`config.mk`:
```
export PLATFORM = sky130hd
export DESIGN_NAME = mul_flag_unit
export DESIGN_NICKNAME = d
export VERILOG_FILES = /design/src/rtl/mul_flag_unit.sv
export SDC_FILE = /design/constraint.sdc
export NUM_CORES = 1
export LEC_CHECK = 0
export BUFFER_PORTS_ARGS = -buffer_cell sky130_fd_sc_hd__clkbuf_2
export CAP_MARGIN = 30
export CORE_MARGIN = 2
export CORE_UTILIZATION = 63
export CTS_CLUSTER_DIAMETER = 80
export CTS_CLUSTER_SIZE = 14
export DETAILED_ROUTE_END_ITERATION = 6
export PLACE_DENSITY_LB_ADDON = 0.08
export REMOVE_ABC_BUFFERS = 1
export SLEW_MARGIN = 30
export SYNTH_ARGS = -nofsm -noshare
export SYNTH_HDL_FRONTEND = slang
export SYNTH_SLANG_ARGS = --single-unit
```
`constraint.sdc`:
```
create_clock -name clock -period 9.24 [get_ports clock]
set_clock_uncertainty 0.05 [all_clocks]
set_input_delay 2.31 -clock clock [delete_from_list [all_inputs] [get_ports clock]]
set_output_delay 2.31 -clock clock [all_outputs]
set_load 0.02 [all_outputs]
```
`src/rtl/mul_flag_unit.sv`:
```
// Multi-cycle MUL/MLA execute unit: shift-add multiplier with optional accumulate,
// producing the low WIDTH result bits, an NZCV nibble and a one-cycle flag-write strobe.
module mul_flag_unit #(
    parameter int unsigned WIDTH = 32
) (
    input  logic             clock,
    input  logic             reset,
    input  logic             start,
    input  logic             accumulate,
    input  logic             set_flags,
    input  logic [WIDTH-1:0] op_a,
    input  logic [WIDTH-1:0] op_b,
    input  logic [WIDTH-1:0] op_acc,
    input  logic             c_in,
    input  logic             v_in,
    output logic             busy,
    output logic             done,
    output logic [WIDTH-1:0] result,
    output logic [3:0]       new_states,
    output logic             flag_write
);

    localparam int unsigned CNT_W    = (WIDTH > 1) ? $clog2(WIDTH) : 1;
    localparam int unsigned LAST_CNT = WIDTH - 1;

    typedef enum logic [1:0] {
        S_IDLE,
        S_MULT,
        S_ACC,
        S_DONE
    } state_t;

    state_t             state_q, state_d;
    logic [CNT_W-1:0]   count_q, count_d;
    logic [WIDTH-1:0]   acc_q, acc_d;
    logic [WIDTH-1:0]   a_q, a_d;
    logic [WIDTH-1:0]   b_q, b_d;
    logic [WIDTH-1:0]   addend_q, addend_d;
    logic               mla_q, mla_d;
    logic               sflag_q, sflag_d;
    logic               c_q, c_d;
    logic               v_q, v_d;

    logic               busy_d;
    logic               done_d;
    logic               flag_write_d;
    logic [WIDTH-1:0]   result_d;
    logic [3:0]         new_states_d;

    logic [WIDTH-1:0]   partial;
    logic               finish;

    // Current partial product: op_a shifted by the bit position being examined.
    assign partial = b_q[count_q] ? (a_q << count_q) : '0;

    // State and operand registers
    always_ff @(posedge clock) begin
        if (reset) begin
            state_q  <= S_IDLE;
            count_q  <= '0;
            acc_q    <= '0;
            a_q      <= '0;
            b_q      <= '0;
            addend_q <= '0;
            mla_q    <= 1'b0;
            sflag_q  <= 1'b0;
            c_q      <= 1'b0;
            v_q      <= 1'b0;
        end else begin
            state_q  <= state_d;
            count_q  <= count_d;
            acc_q    <= acc_d;
            a_q      <= a_d;
            b_q      <= b_d;
            addend_q <= addend_d;
            mla_q    <= mla_d;
            sflag_q  <= sflag_d;
            c_q      <= c_d;
            v_q      <= v_d;
        end
    end

    // Registered outputs, stable for the whole DONE cycle
    always_ff @(posedge clock) begin
        if (reset) begin
            busy       <= 1'b0;
            done       <= 1'b0;
            flag_write <= 1'b0;
            result     <= '0;
            new_states <= 4'b0000;
        end else begin
            busy       <= busy_d;
            done       <= done_d;
            flag_write <= flag_write_d;
            result     <= result_d;
            new_states <= new_states_d;
        end
    end

    // Next-state, datapath and output logic
    always_comb begin
        state_d      = state_q;
        count_d      = count_q;
        acc_d        = acc_q;
        a_d          = a_q;
        b_d          = b_q;
        addend_d     = addend_q;
        mla_d        = mla_q;
        sflag_d      = sflag_q;
        c_d          = c_q;
        v_d          = v_q;
        finish       = 1'b0;
        done_d       = 1'b0;
        flag_write_d = 1'b0;
        result_d     = result;
        new_states_d = new_states;

        case (state_q)
            S_IDLE: begin
                if (start) begin
                    a_d      = op_a;
                    b_d      = op_b;
                    addend_d = op_acc;
                    mla_d    = accumulate;
                    sflag_d  = set_flags;
                    c_d      = c_in;
                    v_d      = v_in;
                    acc_d    = '0;
                    count_d  = '0;
                    state_d  = S_MULT;
                end
            end
            S_MULT: begin
                acc_d   = acc_q + partial;
                count_d = count_q + CNT_W'(1);
                if (count_q == CNT_W'(LAST_CNT)) begin
                    if (mla_q) begin
                        state_d = S_ACC;
                    end else begin
                        state_d = S_DONE;
                        finish  = 1'b1;
                    end
                end
            end
            S_ACC: begin
                acc_d   = acc_q + addend_q;
                state_d = S_DONE;
                finish  = 1'b1;
            end
            S_DONE: begin
                state_d = S_IDLE;
            end
            default: begin
                state_d = S_IDLE;
            end
        endcase

        // Result and flags are published on the edge that enters DONE.
        if (finish) begin
            done_d       = 1'b1;
            flag_write_d = sflag_q;
            result_d     = acc_d;
            if (sflag_q) begin
                new_states_d = {acc_d[WIDTH-1], (acc_d == '0), c_q, v_q};
            end
        end

        busy_d = (state_d != S_IDLE);
    end

endmodule

```
==> results.toml, run 1 <==
[run_status]
status = "finished, final reports clean"

[clocking]
cts-htree-levels = 4
cts_setup_buffers = 0
cts.sinks = 178
cts_max_path_buffers = 2
tritoncts = "built"
root_buffer = "clkbuf_16"
clk_pin_slew_ps = 70
hold_buffers = 0
numCtsBuffers = 17
clk-insertion-delay-late_ps = 440
postCtsResizedCells = 0

[route]
dr.pass1.iters = 5
via_per_inst = 5.86
vias = 9535
wirelength_um = 26900
drc_errors = 0
route.detailed.wl_per_inst_um = 16.5
drt-initial-drc-count = 862
ant_nets = 0

[timing]
rsz0062_at_grt = "false"
fmax_ghz = 0.174
drv_slew = 0
relSlewSlack_pct = 37.1
worst_pin_slew_ps = 944
hold_viol = 0
post-route-min-period_ps = 5750
report.final.setup_viol = 0
min_period_over_period_pct = 62.3
tns_ps = 0

[floorplan]
die_w_um = 131
top_level_ports = 142
fp.dieH_um = 131
coreArea_um2 = 15800
rows = 46
start_util_pct = 64.2
fp.dieArea_um2 = 17200

[worst_setup_path]
crit_path_end_kind = "register"
crit_fanout = 43
crit_type = "reg -> reg"
worstPathArrival_ps = 6090
cp-start-kind = "register"
required_ps = 9580

[yosys]
syn-cell-area_um2 = 10200
postSynth.asyncResetShare_pct = 0
netlist_instances = 1319
synth_ff_type = "dfxtp_1"
synth-edff-count = 0
synth.distinct_cells = 69
avgSynthCellArea_um2 = 7.71
synth_seq_cells = 178
yosys_warnings = 0
ys_seq_area_share_pct = 35.1

[worst_hold_path]
hold_class = "reg -> reg"

[placed_design]
gp_congestion = 0.962
dp_hpwl_um = 19200
portBuffers = 141

[cells_and_area]
synthToLayoutAreaGrowth_pct = 13.1
antenna_cells = 0
drive_gt1_share_pct = 16.8
nNetsFinal = 1544

[pwr]
power_leakage_nw = 4.78
ir_drop_v = 0.000133
p_per_area_nw_per_um2 = 166
total_power_mw = 1.91

[grt]
overflow = 0
grt_max_degree = 102
grt_usage_pct = 31.6
grt_pass1_wl_um = 42800
use_met3_pct = 5.86
grt-busiest-layer = "met2"
use_met1_pct = 42.5
antenna_found_initial = 0
met2_usage_pct = 52.0
grt_pass1_vias = 8638

[flow_run]
drv_cap = 0
final timing paths:
kind	start	endpoint	slack, ps	cells after the start
worst max-delay path	count_q[0]	new_states[2]	3490	19
worst min-delay path	new_states[1]	new_states[1]	400	2
worst max register to register	count_q[0]	new_states[2]	3490	19
worst min register to register	new_states[1]	new_states[1]	400	2
synth_stat cells, types with 3 or more instances:
| cell type | count | area share [%] |
|---|---|---|
| nand2_1 | 308 | 11 |
| dfxtp_1 | 178 | 35 |
| a21oi_1 | 152 | 7.5 |
| nor2_1 | 131 | 4.8 |
| o21ai_0 | 74 | 3.6 |
| clkbuf_1 | 72 | 2.7 |
| ha_1 | 42 | 5.2 |
| a211oi_1 | 38 | 2.8 |
| mux2i_1 | 34 | 3.3 |
| mux2_2 | 22 | 2.4 |
| inv_1 | 19 | 0.70 |
| a22oi_1 | 17 | 1.3 |
| mux4_2 | 16 | 3.5 |
| nand3_1 | 15 | 0.74 |
| a21o_1 | 13 | 0.96 |
| nor3_1 | 13 | 0.64 |
| xnor2_1 | 13 | 1.1 |
| nand2b_1 | 12 | 0.74 |
| a31oi_1 | 9 | 0.55 |
| buf_2 | 9 | 0.44 |
| nand4_1 | 9 | 0.55 |
| nor2b_1 | 9 | 0.55 |
| o21a_1 | 9 | 0.66 |
| xor2_1 | 9 | 0.78 |
| buf_1 | 7 | 0.26 |
| and3_1 | 6 | 0.37 |
| a32oi_1 | 5 | 0.43 |
| nor4_1 | 5 | 0.31 |
| o211ai_1 | 5 | 0.37 |
| and2_1 | 4 | 0.25 |
| buf_6 | 4 | 0.44 |
| or3_1 | 4 | 0.25 |
| a311oi_1 | 3 | 0.26 |
| o21bai_1 | 3 | 0.22 |
| o22ai_1 | 3 | 0.18 |
| o311a_1 | 3 | 0.30 |
| o311ai_0 | 3 | 0.26 |
| o32a_1 | 3 | 0.30 |
stage by stage:
step           cell area [µm²]  hold WS [ps]  util (%)  setup slack [ps]  instances
6_report                 11500           403      72.6              3490       1627
5_1_grt                  11500           420      72.6              3090       1627
4_1_cts                  11500           404      72.4              3510       1626
3_5_place_dp             10900           394      68.6              3670       1594
3_3_place_gp             10800           391      68.3              3310       1592
2_1_floorplan             9760           377         -              3900       1226
worst max-delay path, stage by stage, from the launching register on:
cell and delay [ps]:
dfxtp_2 320, buf_4 450, mux2_2 420, o221ai_2 250, a21oi_1 160, o31ai_4 410, nand2b_1 280, o21ai_0 180
ha_1 370, a21o_1 190, a21oi_2 200, a211oi_1 170, o311ai_0 530, a21oi_1 270, a211oi_1 340, xor2_1 240
mux2i_1 240, nand2_1 130, nor4_1 320, a31o_1 140
per-layer routing:
metal / up-vias / wire length (µm)
met1: 4352 / 12100
met3: 51 / 1560
met4: 0 / 568
li1: 4784 / -
met5: - / 0
met2: 348 / 12700
cell usage in the layout, fill, tap and decap left out, drive strengths merged, types with 4 or more instances in the layout:
cell type	count
mux2i	34
ha	42
o21ai	76
clkbuf	158
and3	6
a22oi	17
mux2	24
a211oi	38
clkinv	4
xor2	9
nand4	9
nor4	5
a21oi	153
a21o	13
and2	4
nor2b	10
o311a	4
nand3	15
or3	4
o211ai	5
buf	13
mux4	16
nand2b	12
o21a	9
a32oi	5
a31oi	9
xnor2	13
nor2	131
inv	26
dfxtp	178
nand2	308
nor3	13
final cells by class:
class,instances,area (µm²)
Clock inverter,14,168
Tap cell,216,270
Multi-Input combinational cell,1027,6130
Sequential cell,178,3570
Clock buffer,18,439
Fill cell,1299,4330
Inverter,21,78.8
Timing Repair Buffer,153,846
power breakdown:
part           switching (mW)  internal, mW
combinational           0.200         0.119
sequential             0.0243         0.807
clock                   0.342         0.416
sequential cells by signal, indices dropped and copies added (netlist names), 2 cells and up:
| register | cells |
|---|---|
| new_states | 4 |
| state_q | 2 |
| result | 32 |
| a_q | 32 |
| b_q | 32 |
| addend_q | 32 |
| acc_q | 32 |
| count_q | 5 |
cells by family after synthesis:
logic type,after synthesis,share of synthesized area (%)
multiplexers,74,9.59
buffers and inverters,114,4.78
AO/OA/AOI/OAI,362,21.8
flip-flops,178,35.1
adder cells (fa/ha/maj),43,5.37
AND/OR/NAND/NOR,526,21.5
XOR/XNOR,22,1.90
Note: power is estimated with default switching activity, not from simulation.
==> run 2: changes to the inputs <==
Settings changed: ABC_AREA from default to 1, CORE_UTILIZATION 63 to 53.
Clock period 9.24 ns to 5 ns, I/O delays scaled along.
==> run 2 against run 1 <==
Critical path depth increased by 4. Global-route usage decreased by 0.55 points. Combinational power increased by 86%. Sequential cell count unchanged.
==> results.toml, run 2 <==
[worst_setup_path]
crit_path_end = "new_states[2]"
cpPeakStageDelay_ps = 470
crit_type = "reg -> reg"
cp_common_cell = "nand2_1"
r2r-start = "count_q[0]"
r2r_end = "new_states[2]"
path_cells = "inv_2 -> nand2_1 -> o21ai_0 -> nand2_1 -> nor2_1 -> nand2_1 -> o21ai_0 -> ha_1 -> a21oi_1 -> nand2_1 -> nand2_1 -> nand2_1 -> o21ai_0 -> nand2_1 -> nor2_1 -> nand2_1 -> nor2_1 -> nand3_1 -> nor2_1 -> nand4_1 -> nor2_1 -> nor2_1 -> nor2_1"
r2r_setup_slack_ps = 350
cp-start-kind = "register"
required_ps = 5330
crit_path_end_kind = "register"
worstRegToRegCells = 23
crit_slowest_cell = "o21ai_0"
critPathLaunch = "count_q[0]"
crit_fanout = 23
worstPathArrival_ps = 4980

[clocking]
numCtsBuffers = 17
cts-htree-levels = 4
clk_pin_slew_ps = 80
hold_buffers = 0
cts.sinks = 178
tritoncts = "built"
root_buffer = "clkbuf_16"
clk-insertion-delay-late_ps = 450
postCtsResizedCells = 0
cts_max_path_buffers = 2
cts_setup_buffers = 0

[yosys]
postSynth.asyncResetShare_pct = 0
synth.distinct_cells = 42
avgSynthCellArea_um2 = 6.15
yosys_warnings = 0
synth.top_cells.by_count = "nand2_1 (457), nor2_1 (263), inv_1 (205)"
synth_area_leaders = "dfxtp_1 (32%), nand2_1 (15%), nor2_1 (8.9%)"
synth_top_area_share_pct = 32.1
synth-edff-count = 0
ys_seq_area_share_pct = 32.1
synth_ff_type = "dfxtp_1"
yosysMostFrequentCell = "nand2_1"
netlist_instances = 1805
synth_seq_cells = 178
syn-cell-area_um2 = 11100
yosysTopAreaCell = "dfxtp_1"

[placed_design]
gp_congestion = 0.957
dp_hpwl_um = 25700
placedCellCount = 2145
portBuffers = 141

[route]
wl_met2_um = 15900
drc_errors = 0
dr_wl_met3_um = 1580
vias = 11700
route.detailed.wl_per_inst_um = 15.5
top_layer = "met4"
wirelength_um = 33800
drt-met1-wl_um = 15300
via_per_inst = 5.39
dr.pass1.iters = 5
drt-initial-drc-count = 690
ant_nets = 0

[grt]
grt_max_degree = 100
grt_usage_pct = 31.0
grt_pass1_vias = 10900
grt_pass1_wl_um = 54900
overflow = 0
antenna_found_initial = 0

[cells_and_area]
fin_util_pct = 61.6
drive_gt1_share_pct = 11.7
multi_input_area_um2 = 6320
fin_cells = 2177
nNetsFinal = 2040
mostFrequentLayoutCell = "nand2_1"
fillers = 2055
antenna_cells = 0
seqCellArea_um2 = 3560
final_cell_mix = "nand2_1 (456), nor2_1 (262), inv_1 (205)"
synthToLayoutAreaGrowth_pct = 13.1

[timing]
drv_slew = 0
report.final.setup_viol = 0
min_period_over_period_pct = 93.0
hold_viol = 0
post-route-min-period_ps = 4650
holdWs_ps = 402
rsz0062_at_grt = "false"
relSlewSlack_pct = 45.3
fmax_ghz = 0.215
worst_pin_slew_ps = 820
tns_ps = 0

[floorplan]
rows = 52
fp.dieArea_um2 = 22100
coreArea_um2 = 20400
top_level_ports = 142
die_w_um = 149
start_util_pct = 54.5
fp.dieH_um = 149

[worst_hold_path]
hold_class = "reg -> reg"

[pwr]
power_leakage_nw = 6.26
ir_drop_v = 0.000203
p_per_area_nw_per_um2 = 284

[flow_run]
drv_cap = 0

[run_status]
status = "finished, final reports clean"
==> run 2: changes by cell type after synthesis, sizes merged, moves of 35 or more <==
cell	change
inv	+193
nand3	+163
nand2	+158
nor2	+133
o21ai	+102
a21oi	-71
a211oi	-35
==> run 2: report_power, final <==
group / internal, mW / switching, mW / total (mW)
Clock: 0.729 / 0.693 / 1.42
Sequential: 1.50 / 0.0512 / 1.55
Combinational: 0.200 / 0.395 / 0.594
==> run 2: final cells by class <==
type	instances	area share [%]
clock buffers	17	3.39
clock inverters	15	1.61
inverters	214	6.41
multi-input cells	1320	50.4
flip-flops and latches	178	28.4
well taps	270	2.69
repair buffers	163	7.14
==> run 2: how the worst min path moves through the flow <==
stage,from,end,slack (ps),cells after the start
2_1_floorplan,addend_q[1],addend_q[1],380,2
3_3_place_gp,addend_q[1],addend_q[1],390,2
3_5_place_dp,addend_q[1],addend_q[1],390,2
4_1_cts,addend_q[1],addend_q[1],400,2
5_1_grt,b_q[3],b_q[3],420,2
6_report,addend_q[1],addend_q[1],400,2
==> run 2: stage by stage <==
step | total power, mW | setup slack (ps) | area [µm²]
after global routing | 3.73 | 13.8 | 12600
after CTS | 3.58 | 478 | 12600
after detailed placement | 2.17 | 519 | 11900
final | 3.57 | 350 | 12600
after floorplan | 1.96 | -404 | 10700
after global placement | 2.16 | 470 | 11900
==> run 2: logic make-up (layout without fill, tap and decap cells) <==
group,Yosys count,count (layout),share of synthesized area (%)
AOI/OAI and AO/OA,330,330,16.4
xor gates and xnor gates,1,1,0.0789
adders and majority gates,43,43,4.92
buffers and inverters,307,409,11.1
DFF,178,178,32.1
muxes,2,2,0.180
and+or+nand+nor,944,944,35.2
==> run 2: layer usage <==
| metal | global-route usage [%] | vias to the layer above |
|---|---|---|
| met1 | 40.0 | 5336 |
| li1 | - | 6001 |
| met4 | 11.0 | 0 |
| met3 | 4.79 | 72 |
| met2 | 52.8 | 326 |
| met5 | 0 | - |
==> run 2: worst max-delay path, delay by kind of cell (launching register included) <==
family | cells | cell delay, ps
compound gates | 4 | 1200
flops | 1 | 400
simple gates | 17 | 2220
buf+inv | 1 | 310
fa+ha+maj | 1 | 390
==> run 3: changes to the inputs <==
Settings changed: RECOVER_POWER from default to 100, SKIP_LAST_GASP from default to 1.
==> run 3 against run 2 <==
The run now ends with capacitance limit, slew limit left. Routed wire length rose by 0.18%. Sequential share of layout area rose by 0.19 points. Combinational power barely moved. Non-clock buffer count did not move. Sequential power barely moved. Global-route usage did not move. Design area fell by 0.67%. Clock-buffer cell count did not move. Core utilization fell by 0.41 points. Critical path type unchanged. Critical endpoint unchanged. Largest power group unchanged.
==> results.toml, run 3 (synthesis gave the netlist of run 2 again) <==
[run_status]
status = "complete, but fails checks"
violations = "capacitance limit, slew limit"

[clocking]
cts_setup_buffers = 0
tritoncts = "built"
clk-insertion-delay-late_ps = 450
cts_max_path_buffers = 2
clk_pin_slew_ps = 80
hold_buffers = 0
numCtsBuffers = 17
cts.sinks = 178
root_buffer = "clkbuf_16"
cts-htree-levels = 4
postCtsResizedCells = 0

[worst_setup_path]
required_ps = 5330
worstPathArrival_ps = 4880
worstRegToRegCells = 23
r2r-start = "count_q[0]"
cp-start-kind = "register"
crit_path_end_kind = "register"
crit_path_end = "new_states[2]"
r2r_setup_slack_ps = 450
r2r_end = "new_states[2]"
crit_fanout = 23
crit_type = "reg -> reg"
critPathLaunch = "count_q[0]"

[worst_hold_path]
hold_class = "reg -> reg"

[timing]
rsz0062_at_grt = "false"
worst_pin_slew_ps = 2480
post-route-min-period_ps = 4550
min_period_over_period_pct = 91.0
holdWs_ps = 402
tns_ps = 0
drv_slew = 100
hold_viol = 0
report.final.setup_viol = 0
relSlewSlack_pct = -65.8
fmax_ghz = 0.220

[placed_design]
gp_congestion = 0.957
placed_cell_area_um2 = 11900
portBuffers = 141
dp_hpwl_um = 25700

[route]
ant_nets = 0
wirelength_um = 33900
drt-initial-drc-count = 755
drc_errors = 0
via_per_inst = 5.42
dr.pass1.iters = 6
route.detailed.wl_per_inst_um = 15.6
vias = 11800

[pwr]
switching_power_mw = 1.14
combinationalPowerShare_pct = 16.6
p_clk_share_pct = 39.9
power_leakage_nw = 6.11
ir_drop_v = 0.000202
power.internal_mw = 2.43
p_per_area_nw_per_um2 = 286
total_power_mw = 3.57
p_sw_share_pct = 32.0
seq_power_share_pct = 43.4

[grt]
grt_pass1_vias = 10900
antenna_found_initial = 0
grt_max_degree = 100
grt_usage_pct = 31.0
overflow = 0
grt_pass1_wl_um = 54900

[cells_and_area]
final_cell_mix = "nand2_1 (458), nor2_1 (263), inv_1 (207)"
antenna_cells = 0
nNetsFinal = 2040
fin_area_um2 = 12500
mostFrequentLayoutCell = "nand2_1"
fin_util_pct = 61.2
synthToLayoutAreaGrowth_pct = 12.3
drive_gt1_share_pct = 9.23

[floorplan]
top_level_ports = 142
fp.dieArea_um2 = 22100
die_w_um = 149
rows = 52
start_util_pct = 54.5
fp.dieH_um = 149
coreArea_um2 = 20400

[flow_run]
drv_cap = 1
==> run 3: cell count changes in the layout (fill, tap and decap cells not counted), sizes merged <==
cell / before / now
buf: 22 / 17
clkbuf: 158 / 163
==> run 3: power by group through the flow <==
stage	clock network (mW)	registers, mW	logic [mW]
finish	1.42	1.55	0.593
global route	1.50	1.56	0.670
CTS	1.44	1.55	0.588
detailed placement	0	1.58	0.585
global placement	0	1.58	0.578
floorplan	0	1.57	0.383
==> run 3: worst min path at each step <==
stage / cells after the start / slack [ps] / endpoint / from
2_1_floorplan: 2 / 380 / addend_q[1] / addend_q[1]
3_3_place_gp: 2 / 390 / addend_q[1] / addend_q[1]
3_5_place_dp: 2 / 390 / addend_q[1] / addend_q[1]
4_1_cts: 2 / 400 / addend_q[1] / addend_q[1]
5_1_grt: 2 / 420 / b_q[3] / b_q[3]
6_report: 2 / 400 / addend_q[1] / addend_q[1]
==> run 3: metrics by stage <==
step | instances | setup WS, ps
6_report | 2177 | 449
5_1_grt | 2177 | 13.8
4_1_cts | 2177 | 478
3_5_place_dp | 2145 | 519
3_3_place_gp | 2145 | 470
2_1_floorplan | 1712 | -404
==> run 3: area by class of cell <==
type | instances | area [µm²]
fill | 2083 | 7900
inverter | 214 | 805
tap | 270 | 338
clock inverter | 15 | 203
sequential | 178 | 3560
clock buffer | 17 | 425
timing repair buffer | 163 | 830
multi-input combinational | 1320 | 6300
==> run 3: per-layer routing <==
metal,track usage (%),vias up,share of wire [%]
met4,11.0,0,3.2
met1,40.0,5386,45
met5,0,-,0
met3,4.79,70,4.9
met2,52.8,336,47
li1,-,6003,-
==> run 3: worst max-delay path, stage by stage (launching register included) <==
cell,delay (ps)
dfxtp_2,390
inv_2,310
nand2_1,150
o21ai_0,300
nand2_1,140
nor2_1,160
nand2_1,80
o21ai_0,440
ha_1,390
a21oi_1,180
nand2_1,210
nand2_1,110
nand2_1,140
o21ai_0,250
nand2_1,100
nor2_1,200
nand2_1,80
nor2_1,140
nand3_1,160
nor2_1,160
nand4_1,100
nor2_1,140
nor2_1,50
nor2_1,70
